**src/rtl/init_fsm.sv**
```systemverilog
`default_nettype none
// ============================================================================
// init_fsm : tank start-up sequencer (check level, fill, settle, hand off)
// Rev 1.0
// ============================================================================
module init_fsm #(
    parameter int unsigned FILL_TMO   = 20,
    parameter int unsigned SETTLE_CYC = 4
) (
    input  logic       Ck,
    input  logic       Clr,
    input  logic       Start,
    input  logic       N2,
    input  logic       S,
    input  logic       Ack,
    output logic       O1,
    output logic       H1,
    output logic       Busy,
    output logic       Err,
    output logic [2:0] St
);

    typedef enum logic [2:0] {
        ST_IDLE    = 3'd0,
        ST_CHECK   = 3'd1,
        ST_FILL    = 3'd2,
        ST_SETTLE  = 3'd3,
        ST_HANDOFF = 3'd4,
        ST_RUN     = 3'd5,
        ST_ERROR   = 3'd6
    } state_t;

    localparam logic [7:0] c_fill_last   = 8'(FILL_TMO - 1);
    localparam logic [7:0] c_settle_last = 8'(SETTLE_CYC - 1);

    state_t     r_state;
    state_t     w_next;
    logic [7:0] r_cnt;
    logic [7:0] w_cnt_next;

    always_ff @(posedge Ck or posedge Clr) begin
        if (Clr) begin
            r_state <= ST_IDLE;
            r_cnt   <= 8'd0;
        end else begin
            r_state <= w_next;
            r_cnt   <= w_cnt_next;
        end
    end

    always_comb begin
        w_next     = r_state;
        w_cnt_next = 8'd0;
        O1         = 1'b0;
        H1         = 1'b0;
        Busy       = 1'b0;
        Err        = 1'b0;
        St         = r_state;

        case (r_state)
            ST_IDLE: begin
                if (Start) w_next = ST_CHECK;
            end
            ST_CHECK: begin
                w_next = N2 ? ST_SETTLE : ST_FILL;
            end
            ST_FILL: begin
                O1 = 1'b1;
                // A full level reached on the timeout cycle still counts as success
                if (N2)
                    w_next = ST_SETTLE;
                else if (r_cnt == c_fill_last)
                    w_next = ST_ERROR;
            end
            ST_SETTLE: begin
                if (!N2)
                    w_next = ST_FILL;
                else if (r_cnt == c_settle_last)
                    w_next = ST_HANDOFF;
            end
            ST_HANDOFF: begin
                H1     = 1'b1;
                w_next = ST_RUN;
            end
            ST_RUN: begin
                Busy = 1'b1;
                if (S) w_next = ST_IDLE;
            end
            ST_ERROR: begin
                Err = 1'b1;
                if (Ack) w_next = ST_IDLE;
            end
            default: begin
                w_next = ST_IDLE;
            end
        endcase

        // Shared dwell counter restarts on every state change
        if ((w_next == r_state) && ((r_state == ST_FILL) || (r_state == ST_SETTLE)))
            w_cnt_next = r_cnt + 8'd1;
    end

endmodule
`default_nettype wire

```
**config.mk**
```make
export PLATFORM = sky130hd
export DESIGN_NAME = init_fsm
export DESIGN_NICKNAME = d
export VERILOG_FILES = /design/src/rtl/init_fsm.sv
export SDC_FILE = /design/constraint.sdc
export NUM_CORES = 1
export LEC_CHECK = 0
export CAP_MARGIN = 10
export CORE_ASPECT_RATIO = 1.1
export CORE_MARGIN = 5
export CORE_UTILIZATION = 35
export CTS_BUF_LIST = sky130_fd_sc_hd__clkbuf_4 sky130_fd_sc_hd__clkbuf_8
export DETAILED_ROUTE_END_ITERATION = 6
export PLACE_DENSITY_LB_ADDON = 0.12
export SYNTH_ARGS = -nofsm -noshare
export SYNTH_HDL_FRONTEND = slang
export SYNTH_SLANG_ARGS = --single-unit
```
**constraint.sdc**
```tcl
create_clock -name Ck -period 1.8 [get_ports Ck]
set_clock_uncertainty 0.1 [all_clocks]
set_input_delay 0.27 -clock Ck [delete_from_list [all_inputs] [get_ports Ck]]
set_output_delay 0.27 -clock Ck [all_outputs]
set_load 0.005 [all_outputs]
```
==> impl_metrics.prom, run 1 <==
# TYPE chip_impl_metric gauge
chip_impl_metric{name="final_period_minus_worst_setup_slack",unit="ns"} 1.76
chip_impl_metric{name="drcViolationCount",unit=""} 0
chip_impl_metric{name="post_dp_cell_area",unit="um^2"} 925
chip_impl_metric{name="ff_latch_area",unit="um^2"} 278
chip_impl_metric{name="placement.io_buffers",unit=""} 12
chip_impl_metric{name="detailedRoute.firstPassIterationCount",unit=""} 4
chip_impl_metric{name="clk_path_buf_depth",unit=""} 2
chip_impl_metric{name="worst_ep_arrival_time",unit="ns"} 1.39
chip_impl_metric{name="final_cell_area",unit="um^2"} 1010
chip_impl_metric{name="tightest_slew",unit="ns"} 0.409
chip_impl_metric{name="grt.overflow.total",unit=""} 0
chip_impl_metric{name="avgSynthCellArea",unit="um^2"} 8.76
chip_impl_metric{name="hold_slack",unit="ns"} 0.192
chip_impl_metric{name="die_ht",unit="um"} 56.6
chip_impl_metric{name="first_global_vias",unit=""} 655
chip_impl_info{name="setup.worst_path.class",value="reg -> out"} 1
chip_impl_metric{name="synth-seq-cells",unit=""} 11
chip_impl_metric{name="fmax",unit="MHz"} 570
chip_impl_metric{name="grt_max_degree",unit=""} 12
chip_impl_metric{name="num_io_pins",unit=""} 13
chip_impl_metric{name="core-area",unit="um^2"} 1840
chip_impl_metric{name="wire_per_inst",unit="um"} 12.0
chip_impl_metric{name="dieWidth",unit="um"} 52.4
chip_impl_metric{name="synth_sequential_area_ratio",unit="%"} 39.8
chip_impl_metric{name="layout-area-overhead-vs-synth",unit="%"} 46.3
chip_impl_metric{name="cellPowerDensity",unit="nW/um^2"} 1030
chip_impl_metric{name="detail_route.vias_per_cell",unit=""} 5.05
chip_impl_metric{name="global_route.usage.total",unit="%"} 13.2
chip_impl_metric{name="route.antenna.remaining_nets",unit=""} 0
chip_impl_metric{name="clk_transition_reported_paths",unit="ns"} 0.06
chip_impl_metric{name="wl",unit="um"} 1650
chip_impl_metric{name="max-slew-margin-rel",unit="%"} 72.7
chip_impl_metric{name="required",unit="ns"} 1.43
chip_impl_metric{name="synth_nets",unit=""} 86
chip_impl_info{name="timing.hold.worst.class",value="in -> async"} 1
chip_impl_metric{name="p_total",unit="mW"} 1.04
chip_impl_metric{name="setup_tns",unit="ns"} 0
chip_impl_metric{name="numCtsBuffers",unit=""} 3
chip_impl_metric{name="nets",unit=""} 119
chip_impl_metric{name="ys.warnings.count",unit=""} 0
chip_impl_metric{name="timing.final.max_slew_violations",unit=""} 0
chip_impl_metric{name="max_cap_viol_count",unit=""} 0
chip_impl_metric{name="clock-sinks",unit=""} 11
chip_impl_metric{name="num_antenna_cells",unit=""} 0
chip_impl_metric{name="power.leakage",unit="nW"} 0.467
chip_impl_metric{name="timing.final.setup_violations",unit=""} 0
chip_impl_metric{name="routed_via_count",unit=""} 697
chip_impl_metric{name="timing.critical_path.fanout_max",unit=""} 3
chip_impl_metric{name="multi_input_gate_area_in_the_final_layout",unit="um^2"} 398
chip_impl_info{name="cp-end-kind",value="output pin"} 1
chip_impl_metric{name="finalHoldViolations",unit=""} 0
chip_impl_metric{name="final_core_util",unit="%"} 55.0
chip_impl_metric{name="filler_cell_count",unit=""} 176
chip_impl_info{name="status",value="finished clean"} 1
chip_impl_metric{name="ys_types",unit=""} 32
chip_impl_metric{name="routabilityCongestion",unit=""} 0.746
chip_impl_metric{name="overall_die_area",unit="um^2"} 2970
chip_impl_metric{name="start_util",unit="%"} 37.6
chip_impl_metric{name="worstSkewPairLatency",unit="ns"} 0.27
chip_impl_info{name="cts_root_buffer",value="sky130_fd_sc_hd__clkbuf_4"} 1
chip_impl_metric{name="std_cell_rows",unit=""} 16
chip_impl_metric{name="netlist_instances",unit=""} 79
chip_impl_metric{name="ctsHtreeMaxLevel",unit=""} 1
chip_impl_metric{name="initial_antenna_violation_count",unit=""} 0
chip_impl_metric{name="min_period_over_period",unit="%"} 97.5
chip_impl_info{name="crit_path_start_kind",value="register"} 1
chip_impl_info{name="cts_tree",value="done"} 1
chip_impl_metric{name="drt_iter0_drc",unit=""} 11
chip_impl_metric{name="max-vdd-ir-drop",unit="V"} 0.000507
chip_impl_metric{name="grt_pass1_wl",unit="um"} 2930
chip_impl_metric{name="dpl.hpwl",unit="um"} 1210
chip_impl_metric{name="synthesis.area",unit="um^2"} 692
chip_impl_metric{name="holdBufCountCts",unit=""} 0
chip_impl_metric{name="worst-r2r-cell-count",unit=""} 4
chip_impl_metric{name="final_layout_size_suffix_gt1_share",unit="%"} 26.1
## path summary, 6_finish.rpt
kind / slack, ns / end / from
worst min-delay path: 0.19 / r_cnt[1] / Clr
worst max register to register: 0.10 / r_cnt[1] / r_cnt[0]
worst min register to register: 0.49 / r_cnt[7] / r_cnt[7]
min in group Ck: 0.49 / r_cnt[7] / r_cnt[7]
max in group asynchronous: 1.10 / St[1] / Clr
worst max-delay path: 0.04 / St[0] / St[0]
## repair_timing
action | in CTS | in global routing
setup endpoints to repair | 4 | 5
gates resized for setup | 5 | 2
hold endpoints to repair | 0 | 0
buffers inserted | 6 | 1
## flip-flops by register name, summed over array words and instances, names as in the netlist
name / flops
r_cnt: 8
St: 3
## worst max-delay path, cell delays in order, from the launching register on
cell and delay, ns:
sky130_fd_sc_hd__dfrtp_2 0.42, sky130_fd_sc_hd__buf_4 0.14, sky130_fd_sc_hd__buf_4 0.13, sky130_fd_sc_hd__clkdlybuf4s50_1 0.44
## Yosys cell counts
| cell | instances | area, um^2 |
|---|---|---|
| sky130_fd_sc_hd__nand2b_1 | 3 | 18.8 |
| sky130_fd_sc_hd__o32ai_1 | 1 | 8.76 |
| sky130_fd_sc_hd__and4b_1 | 1 | 10.0 |
| sky130_fd_sc_hd__nor4b_1 | 1 | 8.76 |
| sky130_fd_sc_hd__nor3b_1 | 2 | 15.0 |
| sky130_fd_sc_hd__nand3_1 | 4 | 20.0 |
| sky130_fd_sc_hd__nor3_1 | 2 | 10.0 |
| sky130_fd_sc_hd__nor4_1 | 2 | 12.5 |
| sky130_fd_sc_hd__and3b_1 | 1 | 8.76 |
| sky130_fd_sc_hd__o31ai_1 | 2 | 15.0 |
| sky130_fd_sc_hd__xor2_1 | 3 | 26.3 |
| sky130_fd_sc_hd__ha_1 | 1 | 12.5 |
| sky130_fd_sc_hd__nor4b_2 | 1 | 15.0 |
| sky130_fd_sc_hd__a22oi_1 | 3 | 22.5 |
| sky130_fd_sc_hd__and2_1 | 1 | 6.26 |
| sky130_fd_sc_hd__o22ai_1 | 3 | 18.8 |
| sky130_fd_sc_hd__nor2_1 | 3 | 11.3 |
| sky130_fd_sc_hd__a31oi_1 | 1 | 6.26 |
| sky130_fd_sc_hd__o21ai_0 | 6 | 30.0 |
| sky130_fd_sc_hd__or2_2 | 1 | 6.26 |
| sky130_fd_sc_hd__or2_0 | 1 | 6.26 |
| sky130_fd_sc_hd__o21ai_1 | 1 | 5.00 |
| sky130_fd_sc_hd__nand4_1 | 1 | 6.26 |
| sky130_fd_sc_hd__inv_1 | 3 | 11.3 |
| sky130_fd_sc_hd__nand2_1 | 7 | 26.3 |
| sky130_fd_sc_hd__or3_1 | 3 | 18.8 |
| sky130_fd_sc_hd__clkbuf_1 | 3 | 11.3 |
| sky130_fd_sc_hd__or4b_4 | 1 | 13.8 |
| sky130_fd_sc_hd__nor2b_1 | 1 | 6.26 |
| sky130_fd_sc_hd__xnor2_1 | 1 | 8.76 |
| sky130_fd_sc_hd__dfrtp_1 | 11 | 275 |
| sky130_fd_sc_hd__a21oi_1 | 4 | 20.0 |
## report_power, final
group / switching, mW / internal, mW
logic: 0.245 / 0.299
registers: 0.0309 / 0.293
clock network: 0.0754 / 0.101
total: 0.352 / 0.693
## per-stage QoR
stage | cells | setup slack [ns]
global placement | 127 | 0.0833
floorplan | 79 | 0.0687
detailed placement | 127 | 0.0944
CTS | 137 | 0.00867
global route | 138 | -0.000249
finish | 138 | 0.0446
## cells in the final DEF (no fill, tap or decap), types with 2 or more instances in the layout
| master | n |
|---|---|
| sky130_fd_sc_hd__or3_1 | 3 |
| sky130_fd_sc_hd__nor3b_1 | 2 |
| sky130_fd_sc_hd__dfrtp_1 | 9 |
| sky130_fd_sc_hd__o31ai_1 | 2 |
| sky130_fd_sc_hd__nand2b_1 | 3 |
| sky130_fd_sc_hd__nand3_1 | 4 |
| sky130_fd_sc_hd__dlygate4sd2_1 | 3 |
| sky130_fd_sc_hd__o21ai_0 | 6 |
| sky130_fd_sc_hd__nor4_1 | 2 |
| sky130_fd_sc_hd__dfrtp_2 | 2 |
| sky130_fd_sc_hd__o22ai_1 | 3 |
| sky130_fd_sc_hd__inv_1 | 3 |
| sky130_fd_sc_hd__xor2_1 | 3 |
| sky130_fd_sc_hd__nor3_1 | 2 |
| sky130_fd_sc_hd__nor2_1 | 3 |
| sky130_fd_sc_hd__buf_4 | 19 |
| sky130_fd_sc_hd__a22oi_1 | 3 |
| sky130_fd_sc_hd__clkbuf_4 | 4 |
| sky130_fd_sc_hd__a21oi_1 | 4 |
| sky130_fd_sc_hd__clkdlybuf4s50_1 | 8 |
| sky130_fd_sc_hd__nand2_1 | 7 |
## final cells by class
cell class / instances / share of cell area, %
Tap cell: 27 / 3.34
Clock buffer: 4 / 2.97
Sequential cell: 11 / 27.4
Timing Repair Buffer: 31 / 25.8
Inverter: 3 / 1.11
Multi-Input combinational cell: 62 / 39.3
## per-layer routing
metal / vias up / wire [um] / global-route usage (%)
li1: 358 / - / -
met2: 8 / 780 / 17.6
met3: 4 / 66 / 4.76
met4: 0 / 19 / 4.38
met1: 327 / 788 / 19.2
met5: - / 0 / 0
## cells by family after synthesis
group           synth area share [%]
buf+inv                         3.25
simple gates                    31.8
fa+ha+maj                       1.81
compound gates                  18.3
flops                           39.8
xor+xnor                        5.06
Note: power is estimated with default switching activity, not from simulation.
==> run 2, diff against run 1 <==
Settings changed: CORE_UTILIZATION 35 to 30.
==> run 2 against run 1 <==
  * Sequential share of layout area is 0.12 points higher
  * Via count fell by 2.0%
  * Final area is the same
  * Worst setup slack gained 0.033 ns
  * First-iteration DRC count up 9.1%
  * Largest cell class unchanged
  * Critical endpoint is now Err
  * Wire length up 6.3%
  * Total power fell by 2.0%
  * Non-clock buffer count shrank 4
  * Utilization shrank 9.6 points
  * Final cell count decreased by 0.72%
  * Clock power is 4% higher
  * Critical path depth fell by 1
==> impl_metrics.prom, run 2 (synthesis gave the netlist of run 1 again) <==
# TYPE chip_impl_metric gauge
chip_impl_info{name="status",value="finished clean"} 1
chip_impl_metric{name="start_util",unit="%"} 31.0
chip_impl_info{name="final_common_cell",value="sky130_fd_sc_hd__buf_4"} 1
chip_impl_metric{name="first_global_vias",unit=""} 715
chip_impl_metric{name="cellPowerDensity",unit="nW/um^2"} 1010
chip_impl_metric{name="fmax",unit="MHz"} 581
chip_impl_metric{name="std_cell_rows",unit=""} 18
chip_impl_metric{name="worst-r2r-cell-count",unit=""} 4
chip_impl_info{name="most-common-layout-cells",value="15 x sky130_fd_sc_hd__buf_4, 9 x sky130_fd_sc_hd__clkdlybuf4s50_1, 8 x sky130_fd_sc_hd__dfrtp_1"} 1
chip_impl_metric{name="post-place-ws",unit="ns"} -0.0182
chip_impl_metric{name="number_of_flip_flops_in_the_largest_register",unit=""} 8
chip_impl_metric{name="final_core_util",unit="%"} 45.4
chip_impl_metric{name="routabilityCongestion",unit=""} 0.762
chip_impl_metric{name="num_antenna_cells",unit=""} 0
chip_impl_metric{name="dieWidth",unit="um"} 55.8
chip_impl_metric{name="num_io_pins",unit=""} 13
chip_impl_metric{name="ctsHtreeMaxLevel",unit=""} 1
chip_impl_metric{name="timing.final.max_slew_violations",unit=""} 0
chip_impl_info{name="setup.worst_path.class",value="reg -> out"} 1
chip_impl_info{name="registers.top_by_ff_count",value="r_cnt"} 1
chip_impl_metric{name="final_period_minus_worst_setup_slack",unit="ns"} 1.72
chip_impl_info{name="timing.hold.worst.class",value="in -> async"} 1
chip_impl_metric{name="wire_per_inst",unit="um"} 12.8
chip_impl_metric{name="clk_path_buf_depth",unit=""} 2
chip_impl_info{name="cp-end-kind",value="output pin"} 1
chip_impl_info{name="crit_family",value="buffers and inverters"} 1
chip_impl_metric{name="timing.final.setup_violations",unit=""} 0
chip_impl_metric{name="r2r_setup_slk",unit="ns"} 0.11
chip_impl_info{name="cts_root_buffer",value="sky130_fd_sc_hd__clkbuf_4"} 1
chip_impl_metric{name="final_layout_size_suffix_gt1_share",unit="%"} 27.1
chip_impl_info{name="crit-reg2reg-capture",value="r_cnt[7]"} 1
chip_impl_metric{name="max_cap_viol_count",unit=""} 0
chip_impl_info{name="crit_path_start_kind",value="register"} 1
chip_impl_metric{name="dpl.hpwl",unit="um"} 1370
chip_impl_metric{name="nets",unit=""} 115
chip_impl_metric{name="grt.overflow.total",unit=""} 0
chip_impl_metric{name="initial_antenna_violation_count",unit=""} 0
chip_impl_metric{name="p_total",unit="mW"} 1.02
chip_impl_metric{name="core-area",unit="um^2"} 2230
chip_impl_info{name="grt_setup_unrepaired",value="no"} 1
chip_impl_metric{name="placement.io_buffers",unit=""} 12
chip_impl_metric{name="placed_cells_incl_taps",unit=""} 130
chip_impl_metric{name="global_route.usage.total",unit="%"} 12.5
chip_impl_metric{name="detail_route.vias_per_cell",unit=""} 4.99
chip_impl_metric{name="numCtsBuffers",unit=""} 3
chip_impl_metric{name="tightest_slew",unit="ns"} 0.408
chip_impl_metric{name="wl",unit="um"} 1760
chip_impl_metric{name="routed_via_count",unit=""} 683
chip_impl_info{name="crit_chain",value="nor2_1 -> clkdlybuf4s50_1"} 1
chip_impl_metric{name="timing.critical_path.fanout_max",unit=""} 7
chip_impl_info{name="reg_to_reg_critical_path_startpoint",value="r_cnt[0]"} 1
chip_impl_metric{name="clock-sinks",unit=""} 11
chip_impl_metric{name="largest_stage_delay_on_the_critical_path",unit="ns"} 0.51
chip_impl_info{name="worst_path_max_delay_cell",value="sky130_fd_sc_hd__clkdlybuf4s50_1"} 1
chip_impl_info{name="cts_tree",value="done"} 1
chip_impl_metric{name="drt_iter0_drc",unit=""} 12
chip_impl_metric{name="count_of_buffer_and_inverter_cells_on_the_critical_path",unit=""} 1
chip_impl_metric{name="route.antenna.remaining_nets",unit=""} 0
chip_impl_metric{name="layout.cells.non_filler",unit=""} 137
chip_impl_metric{name="overall_die_area",unit="um^2"} 3370
chip_impl_metric{name="power.leakage",unit="nW"} 0.457
chip_impl_metric{name="fin_ws",unit="ns"} 0.0774
chip_impl_metric{name="die_ht",unit="um"} 60.4
chip_impl_metric{name="min_period_over_period",unit="%"} 95.7
chip_impl_metric{name="grt_pass1_wl",unit="um"} 3160
chip_impl_metric{name="finalHoldViolations",unit=""} 0
chip_impl_metric{name="layout-area-overhead-vs-synth",unit="%"} 46.3
chip_impl_metric{name="worstSkewPairLatency",unit="ns"} 0.27
chip_impl_metric{name="drcViolationCount",unit=""} 0
chip_impl_metric{name="clk_transition_reported_paths",unit="ns"} 0.07
chip_impl_metric{name="detailedRoute.firstPassIterationCount",unit=""} 2
chip_impl_metric{name="grt_max_degree",unit=""} 12
chip_impl_metric{name="required",unit="ns"} 1.43
chip_impl_metric{name="worst_ep_arrival_time",unit="ns"} 1.35
chip_impl_metric{name="max-slew-margin-rel",unit="%"} 72.8
chip_impl_metric{name="holdBufCountCts",unit=""} 0
chip_impl_metric{name="max-vdd-ir-drop",unit="V"} 0.000488
==> run 2: changes by cell type in the layout (fill, tap and decap cells not counted), sizes merged <==
cell,delta
dlygate4sd2,-1
buf,-4
clkdlybuf4s50,+1
==> run 2: layout make-up <==
cell class	count	area (um^2)
Fill cell	218	1220
Multi-Input combinational cell	62	422
Sequential cell	11	279
Timing Repair Buffer	27	233
Tap cell	30	37.5
Clock buffer	4	30.0
Inverter	3	11.3
==> run 2: power breakdown <==
| part | switching, mW | internal [mW] | total, mW |
|---|---|---|---|
| logic | 0.239 | 0.267 | 0.506 |
| registers | 0.0414 | 0.293 | 0.334 |
| clock network | 0.0816 | 0.101 | 0.183 |
==> run 2: what timing repair did <==
action	CTS	global route
gates resized for setup	5	6
pin swaps	0	0
endpoints found under the setup margin	4	7
setup buffers	3	0
==> run 2: routing by layer <==
layer | track usage, % | vias to the layer above | part of all wire (%)
met5 | 0 | - | 0
met4 | 8.33 | 0 | 2.4
met3 | 2.13 | 4 | 3.6
met2 | 21.5 | 15 | 48
met1 | 14.6 | 317 | 46
li1 | - | 347 | -
==> run 2: worst max-delay path by stage <==
stage          startpoint       end  slack (ns)  cells past startpoint
2_1_floorplan    r_cnt[0]     St[1]        0.07                      4
3_3_place_gp           N2  r_cnt[7]       -0.01                      4
3_5_place_dp           N2  r_cnt[6]       -0.02                      4
4_1_cts             St[1]      Busy      0.0008                      2
5_1_grt          r_cnt[0]     St[0]        0.02                      4
6_report            St[0]       Err        0.08                      2
==> run 2: per-stage QoR <==
| stage | instance area (um^2) | setup TNS, ns | hold slack (ns) |
|---|---|---|---|
| after floorplan | 692 | 0 | 0.0224 |
| after global placement | 928 | -0.0330 | 0.470 |
| after detailed placement | 928 | -0.0513 | 0.473 |
| after CTS | 982 | 0 | 0.211 |
| after global routing | 1010 | 0 | 0.233 |
| final | 1010 | 0 | 0.188 |
